## src/rtl/hazard_controller.sv

```systemverilog
// Hazard/sequencing controller for the 5-stage RV32 pipeline: forwarding selects, data stalls,
// branch flushes and memory-wait freeze. Define FORWARD_EN to enable operand forwarding.
module hazard_controller #(
  parameter int MEM_TIMEOUT = 16,
  parameter int CNT_W       = 5
) (
  input  logic       CLK,
  input  logic       RESET,
  input  logic [4:0] Rs1D,
  input  logic [4:0] Rs2D,
  input  logic [4:0] RdD,
  input  logic       RegWriteD,
  input  logic       LoadD,
  input  logic       MemAccD,
  input  logic       PCSrcE,
  input  logic       MemReadyM,
  output logic       StallF,
  output logic       StallD,
  output logic       FlushD,
  output logic       StallE,
  output logic       FlushE,
  output logic       StallM,
  output logic       FlushW,
  output logic [1:0] ForwardAE,
  output logic [1:0] ForwardBE,
  output logic       MemErr
);

  typedef enum logic {ST_RUN = 1'b0, ST_MEM_WAIT = 1'b1} state_t;

  localparam bit               TMO_EN   = (MEM_TIMEOUT > 0);
  localparam logic [CNT_W-1:0] TMO_LAST = CNT_W'(TMO_EN ? MEM_TIMEOUT - 1 : 0);

  state_t           state_q, state_d;
  logic [CNT_W-1:0] cnt_q, cnt_d;

  logic [4:0] rs1_e_q, rs1_e_d;
  logic [4:0] rs2_e_q, rs2_e_d;
  logic [4:0] rd_e_q, rd_e_d;
  logic       regwrite_e_q, regwrite_e_d;
  logic       load_e_q, load_e_d;
  logic       memacc_e_q, memacc_e_d;
  logic [4:0] rd_m_q, rd_m_d;
  logic       regwrite_m_q, regwrite_m_d;
  logic       memacc_m_q, memacc_m_d;
  logic [4:0] rd_w_q, rd_w_d;
  logic       regwrite_w_q, regwrite_w_d;

  logic       data_stall;
  logic [1:0] fwd_a, fwd_b;
  logic       freeze, timeout;
  logic       stall_f, stall_d, flush_d, stall_e, flush_e, stall_m, flush_w, mem_err;

`ifdef FORWARD_EN
  // M has priority over W: it holds the younger write to the same register.
  function automatic logic [1:0] fwd_sel(input logic [4:0] rs,
                                         input logic [4:0] rd_m, input logic rw_m,
                                         input logic [4:0] rd_w, input logic rw_w);
    if (rw_m && rd_m != 5'd0 && rd_m == rs) return 2'b10;
    if (rw_w && rd_w != 5'd0 && rd_w == rs) return 2'b01;
    return 2'b00;
  endfunction

  assign data_stall = load_e_q & regwrite_e_q & (rd_e_q != 5'd0) &
                      ((rd_e_q == Rs1D) | (rd_e_q == Rs2D));
  assign fwd_a = fwd_sel(rs1_e_q, rd_m_q, regwrite_m_q, rd_w_q, regwrite_w_q);
  assign fwd_b = fwd_sel(rs2_e_q, rd_m_q, regwrite_m_q, rd_w_q, regwrite_w_q);
`else
  function automatic logic src_hit(input logic [4:0] rd, input logic rw,
                                   input logic [4:0] rs1, input logic [4:0] rs2);
    return rw && rd != 5'd0 && (rd == rs1 || rd == rs2);
  endfunction

  // Without forwarding, Decode waits until every older producer has written back.
  logic unused_fwd_fields;
  assign data_stall = src_hit(rd_e_q, regwrite_e_q, Rs1D, Rs2D) |
                      src_hit(rd_m_q, regwrite_m_q, Rs1D, Rs2D) |
                      src_hit(rd_w_q, regwrite_w_q, Rs1D, Rs2D);
  assign fwd_a = 2'b00;
  assign fwd_b = 2'b00;
  assign unused_fwd_fields = ^{rs1_e_q, rs2_e_q, load_e_q};
`endif

  always_comb begin
    state_d      = state_q;
    cnt_d        = cnt_q;
    rs1_e_d      = rs1_e_q;
    rs2_e_d      = rs2_e_q;
    rd_e_d       = rd_e_q;
    regwrite_e_d = regwrite_e_q;
    load_e_d     = load_e_q;
    memacc_e_d   = memacc_e_q;
    rd_m_d       = rd_m_q;
    regwrite_m_d = regwrite_m_q;
    memacc_m_d   = memacc_m_q;
    rd_w_d       = rd_w_q;
    regwrite_w_d = regwrite_w_q;
    stall_f      = 1'b0;
    stall_d      = 1'b0;
    flush_d      = 1'b0;
    stall_e      = 1'b0;
    flush_e      = 1'b0;
    stall_m      = 1'b0;
    flush_w      = 1'b0;
    mem_err      = 1'b0;

    // In MEM_WAIT the memory instruction is still held in M, so only readiness matters.
    freeze  = (state_q == ST_MEM_WAIT) ? ~MemReadyM : (memacc_m_q & ~MemReadyM);
    timeout = freeze & TMO_EN & (cnt_q == TMO_LAST);

    if (freeze) begin
      stall_f      = 1'b1;
      stall_d      = 1'b1;
      stall_e      = 1'b1;
      stall_m      = 1'b1;
      flush_w      = 1'b1;
      mem_err      = timeout;
      rd_w_d       = 5'd0;
      regwrite_w_d = 1'b0;
      if (timeout) begin
        // Abort the stuck access: drop it from M and resume normal flow.
        state_d      = ST_RUN;
        cnt_d        = '0;
        rd_m_d       = 5'd0;
        regwrite_m_d = 1'b0;
        memacc_m_d   = 1'b0;
      end else begin
        state_d = ST_MEM_WAIT;
        cnt_d   = cnt_q + CNT_W'(1);
      end
    end else begin
      stall_f = data_stall & ~PCSrcE;
      stall_d = data_stall & ~PCSrcE;
      flush_d = PCSrcE;
      flush_e = data_stall | PCSrcE;
      state_d = ST_RUN;
      cnt_d   = '0;

      if (flush_e || stall_d) begin
        rs1_e_d      = 5'd0;
        rs2_e_d      = 5'd0;
        rd_e_d       = 5'd0;
        regwrite_e_d = 1'b0;
        load_e_d     = 1'b0;
        memacc_e_d   = 1'b0;
      end else begin
        rs1_e_d      = Rs1D;
        rs2_e_d      = Rs2D;
        rd_e_d       = RdD;
        regwrite_e_d = RegWriteD;
        load_e_d     = LoadD;
        memacc_e_d   = MemAccD;
      end

      rd_m_d       = rd_e_q;
      regwrite_m_d = regwrite_e_q;
      memacc_m_d   = memacc_e_q;
      rd_w_d       = rd_m_q;
      regwrite_w_d = regwrite_m_q;
    end
  end

  always_ff @(posedge CLK) begin
    if (RESET) begin
      state_q      <= ST_RUN;
      cnt_q        <= '0;
      rs1_e_q      <= 5'd0;
      rs2_e_q      <= 5'd0;
      rd_e_q       <= 5'd0;
      regwrite_e_q <= 1'b0;
      load_e_q     <= 1'b0;
      memacc_e_q   <= 1'b0;
      rd_m_q       <= 5'd0;
      regwrite_m_q <= 1'b0;
      memacc_m_q   <= 1'b0;
      rd_w_q       <= 5'd0;
      regwrite_w_q <= 1'b0;
    end else begin
      state_q      <= state_d;
      cnt_q        <= cnt_d;
      rs1_e_q      <= rs1_e_d;
      rs2_e_q      <= rs2_e_d;
      rd_e_q       <= rd_e_d;
      regwrite_e_q <= regwrite_e_d;
      load_e_q     <= load_e_d;
      memacc_e_q   <= memacc_e_d;
      rd_m_q       <= rd_m_d;
      regwrite_m_q <= regwrite_m_d;
      memacc_m_q   <= memacc_m_d;
      rd_w_q       <= rd_w_d;
      regwrite_w_q <= regwrite_w_d;
    end
  end

  // Outputs are forced low while RESET is held so the stage registers see no spurious control.
  assign StallF    = stall_f & ~RESET;
  assign StallD    = stall_d & ~RESET;
  assign FlushD    = flush_d & ~RESET;
  assign StallE    = stall_e & ~RESET;
  assign FlushE    = flush_e & ~RESET;
  assign StallM    = stall_m & ~RESET;
  assign FlushW    = flush_w & ~RESET;
  assign MemErr    = mem_err & ~RESET;
  assign ForwardAE = RESET ? 2'b00 : fwd_a;
  assign ForwardBE = RESET ? 2'b00 : fwd_b;

endmodule
```

## config.mk

```make
export PLATFORM = sky130hd
export DESIGN_NAME = hazard_controller
export DESIGN_NICKNAME = d
export VERILOG_FILES = /design/src/rtl/hazard_controller.sv
export SDC_FILE = /design/constraint.sdc
export NUM_CORES = 1
export LEC_CHECK = 0
export CAP_MARGIN = 10
export CORE_MARGIN = 4
export CORE_UTILIZATION = 52
export CTS_CLUSTER_DIAMETER = 40
export CTS_CLUSTER_SIZE = 8
export DETAILED_ROUTE_END_ITERATION = 10
export PLACE_DENSITY_LB_ADDON = 0.05
export SYNTH_ARGS = -nofsm -noshare
export SYNTH_HDL_FRONTEND = slang
export SYNTH_SLANG_ARGS = --single-unit
export TNS_END_PERCENT = 5
```

## constraint.sdc

```tcl
create_clock -name CLK -period 5.5 [get_ports CLK]
set_input_delay 0.825 -clock CLK [delete_from_list [all_inputs] [get_ports CLK]]
set_output_delay 0.825 -clock CLK [all_outputs]
set_load 0.02 [all_outputs]
```

* After elaboration in Yosys (flattened, before gate mapping)
Index checks and enable logic that the tools add are counted.
** Operators by class
- Add/sub/neg operators :: 1
- Eq/ne operators :: 8
- Muxes and demuxes :: 15
- Bitwise logic cells :: 15
- Reduce and logical (&&, ||, !) cells :: 16
** Operators with widths (count)
- equality test 5 bit :: 6
- 2-to-1 mux 5 bit :: 3
- nonzero test 5 bit :: 3
- 2-to-1 mux 1 bit :: 12
- AND 1 bit :: 8
- logical AND 1 bit :: 6
- adder 5 x 1 -> 5 bit (second input constant) :: 1
- equality test 5 x 4 -> 1 bit (second input constant) :: 1
- logical OR 1 bit :: 4
- inverter 1 bit :: 4
- OR reduction 2 bit :: 2
- OR 1 bit :: 3
- OR reduction 3 bit :: 1
- inequality test 2 x 1 -> 1 bit (second input constant) :: 1
** Word-level totals
- Bits in registers :: 26
- Input bits :: 22
- Output and inout bits :: 12
- Word-level logic and storage cells :: 65

* Depth between registers and ports, before layout
- Word-level depth :: 8
- Depth in mapped cells :: 6
- Gate-level depth less buffers :: 6

* Least setup slack after synthesis
Ideal clock, no wire load.
- Path type :: input -> output
- From :: input Rs2D[4]
- To :: output StallF
- Arrival time :: 2.243 ns
- Required time :: 4.675 ns
- Setup slack :: 2.432 ns
- Stages :: 6
- Buffers on the path :: 1
- Path through :: xnor2_1 nand3_1 o22ai_1 a22oi_1 a221oi_1 buf_4
** Between the ends
- Word-level cells in the longest chain between the ends :: 8
- Elaborated cells between the ends (all ways) :: 14
- Those cells by class :: eq/ne (3); mux (1); bitwise (4); reduce/logical (6)
** Ends and longest elaborated chain
- from (decl) :: RTL line 10 : input logic [4:0] Rs2D,
- equality test 5 bit :: RTL line 71 : return rw && rd != 5'd0 && (rd == rs1 || rd == rs2);
- logical OR 1 bit :: RTL line 71
- logical AND 1 bit :: RTL line 71
- OR 1 bit :: RTL line 76 : assign data_stall = src_hit(rd_e_q, regwrite_e_q, Rs1D, Rs2D) |
- OR 1 bit (*) :: RTL line 77 : src_hit(rd_m_q, regwrite_m_q, Rs1D, Rs2D) |
- AND 1 bit (*)
- 2-to-1 mux 1 bit (*)
- AND 1 bit (*)
- to (decl) :: RTL line 17 : output logic StallF,
Every way passes the cells marked *; elsewhere a longest branch is shown, timed or not.

* Worst setup path after layout
- From :: input Rs2D[4]
- To :: output StallD
** Between the ends
- Word-level cells in the longest chain between the ends :: 8
- Elaborated cells between the ends (all ways) :: 14
- Those cells by class :: eq/ne (3); mux (1); bitwise (4); reduce/logical (6)
** Ends and longest elaborated chain
- equality test 5 bit :: RTL line 71
- logical OR 1 bit :: RTL line 71
- logical AND 1 bit :: RTL line 71
- OR 1 bit :: RTL line 76
- OR 1 bit (*) :: RTL line 77
- AND 1 bit (*) :: RTL line 133 : stall_d = data_stall & ~PCSrcE;
- 2-to-1 mux 1 bit (*) :: RTL line 111 : if (freeze) begin
- AND 1 bit (*) :: RTL line 197 : assign StallD = stall_d & ~RESET;
- to (decl) :: RTL line 18 : output logic StallD,
Marked as above.

==> impl_results.md <==
- Initial core utilization: 54.28%
- DRC: 0
- CP Depth: 7
- Sequential element share of the synthesized area: 39.06%
- Area growth syn-to-layout: 24.04%
- Post-CTS Resized: 0
- Post-synth top area share: 39.06%
- Final nets: 194
- Max-capacitance violation count: 0
- Vias in the first global route: 1063
- Maximum number of pins on one net before global-route repair: 22
- Placed cells: 195
- M3 GR Usage: 3.509%
- Grt ovf: 0
- Die Wd: 58.62 µm
- GR Layer Usage met2: 31.74%
- H-tree depth: 1
- Worst Path Buf+Inv: 2
- Most common cell in the netlist: xnor2_1
- Global-route usage over all layers: 17.64%
- Antenna-violating nets left: 0
- Post-Layout Cell Count: 199
- Area leader, netlist: dfxtp_1
- Leakage: 0.6210 nW
- Mapped cell area: 1333 µm²
- Flops & latches, synth: 26
- Worst-path fanout max: 3
- I/O Pins: 34
- Port bufs: 28
- Placed instance area: 1617 µm²
- Number of setup buffers added after CTS: 0
- Total core area: 2455 µm²
- Critical path class: primary input to output pin
- Worst hold-check path type: register to register
- Slew headroom: 55.64%
- Setup Viol. Count Final: 0
- Post-synth ARST share: 0%
- Mean Syn Cell Area: 9.451 µm²
- CTS Buf Count: 3
- Hold path depth: 1
- Initial DRC count: 40
- Critical path capture point type: output pin
- Cell variety after synth: 27
- Clk sinks: 26
- Crit path cell chain: clkdlybuf4s50_1 > xnor2_1 > nand3_1 > o22ai_1 > a22oi_1 > a221oi_1 > clkdlybuf4s50_1
- CP startpoint kind: primary input
- VDD IR max: 0.1781 mV
- Fin crit period: 3.850 ns
- CP top delay family: buffers and inverters
- Yosys Warn Count: 0
- Synth top cells by count: xnor2_1, dfxtp_1, a22o_1
- Clock Skew: 0.005792 ns
- PD cells: 213.0 nW/µm²
- Most Crowded Layer GR: met2
- CP dominant cell by count: clkdlybuf4s50_1
- Clock transition at path regs: 0.13 ns
- Initial antenna violation count: 0
- Fin crit share: 70.00%
- Peak Freq: 0.2597 GHz
- EDFF count, synth: 0
- Clk root buf: clkbuf_4
- Area of the multi-input gates: 752.0 µm²
- Hpwl dp: 2223 µm
- Ranking of synthesized cells by area: dfxtp_1, xnor2_1, a22o_1, buf_4, and2_1
- FF/Latch Area: 520.5 µm²
- Diodes inserted: 0
- FF-to-FF path depth: 6
- Slowest CP cell: clkdlybuf4s50_1
- CP Data Required Time: 4.68 ns
- WP data arrival: 3.03 ns
- Worst-margin pin slew: 0.6630 ns
- Die Y-Extent: 58.62 µm
- Final hold viol count: 0
- Total Neg Setup Slack: 0 ns
- WL/cell: 14.14 µm
- Ys flop type: dfxtp_1
- Clock latency on the worst-skew pair: 0.31 ns
- Status: finished, final reports clean
- Via density: 5.427
- Gate Count Post-Synth: 141
- Vias after detailed routing: 1080
- Final Routed Wirelength: 2814 µm
- Longest Clk Path Bufs: 2
- CTS tree: built
- Routability Congestion: 0.8310
- CP peak stage delay: 0.67 ns
- Quantity of hold-fixing buffers added after cts: 0
- RSZ-0062 raised after global routing: no
- Global-route wire length before repair: 4726 µm
- Final Max Tran Viols: 0
- DR pass1 iterations: 4
- Die ar.: 3436 µm²
- Site row count: 18
- Layout cell share with drive strength beyond 1: 4.734%
- Met1 usage: 21.65%
- Fill count: 213
- Fin area: 1653 µm²
==> worst register-to-register path: stages, from the launching register on <==
cell and delay (ns):
dfxtp_1 0.35, ha_1 0.23, and3_1 0.20, ha_1 0.19
or3_1 0.44, clkinv_1 0.22, a22o_2 0.17
==> path summary, 6_finish.rpt <==
path         startpoint        end  slack, ns
min            cnt_q[0]   cnt_q[0]       0.47
min reg2reg    cnt_q[0]   cnt_q[0]       0.47
max reg2reg    cnt_q[0]  rd_m_q[0]       3.65
max             Rs2D[4]     StallD       1.65
==> cells by family after synthesis <==
logic type | share of synthesized area (%)
compound gates | 15.31
xor+xnor | 21.03
fa+ha+maj | 1.878
buf+inv | 5.352
flops | 39.06
other cells | 0.2814
simple gates | 17.09
==> state kept, by name, indices dropped and copies added, names as in the netlist <==
register and flops:
memacc_e_q 1, rd_m_q 5, rd_w_q 5, regwrite_e_q 1, regwrite_w_q 1, state_q 1
rd_e_q 5, cnt_q 5, memacc_m_q 1, regwrite_m_q 1
==> layer usage <==
metal  part of all wire [%]  wire (µm)
met5                      0          0
met4                   0.75         21
met3                    6.5        183
met2                     48       1346
met1                     45       1263
==> metrics by stage <==
| step | util (%) | setup slack (ns) | hold slack (ns) | power [mW] |
|---|---|---|---|---|
| 2_1_floorplan | - | 2.432 | 0.4176 | 0.2387 |
| 3_3_place_gp | 65.85 | 1.707 | 0.4269 | 0.2617 |
| 3_5_place_dp | 65.85 | 1.671 | 0.4445 | 0.2635 |
| 4_1_cts | 67.33 | 1.643 | 0.4752 | 0.3553 |
| 5_1_grt | 67.33 | 1.518 | 0.5017 | 0.3710 |
| 6_report | 67.33 | 1.650 | 0.4740 | 0.3521 |
==> where the power goes <==
group	switching, mW	internal [mW]
combinational	0.0256	0.0346
sequential	0.00618	0.193
clock	0.0521	0.0404
==> area by class of cell <==
type	instances	area share, %
Clock buffer	4	2.195
Inverter	3	0.6813
Multi-Input combinational cell	106	45.50
Sequential cell	26	31.49
Tap cell	30	2.271
Timing Repair Buffer	30	17.87
==> cell usage in the layout (no fill, tap or decap), types with 4 or more instances in the layout <==
master	n
xnor2_1	31
nor2_1	8
and3_1	8
and2_1	8
nand3_1	7
conb_1	4
a22o_1	13
clkdlybuf4s50_1	28
dfxtp_1	26
nand2_1	6
(Power assumes the default switching activity.)
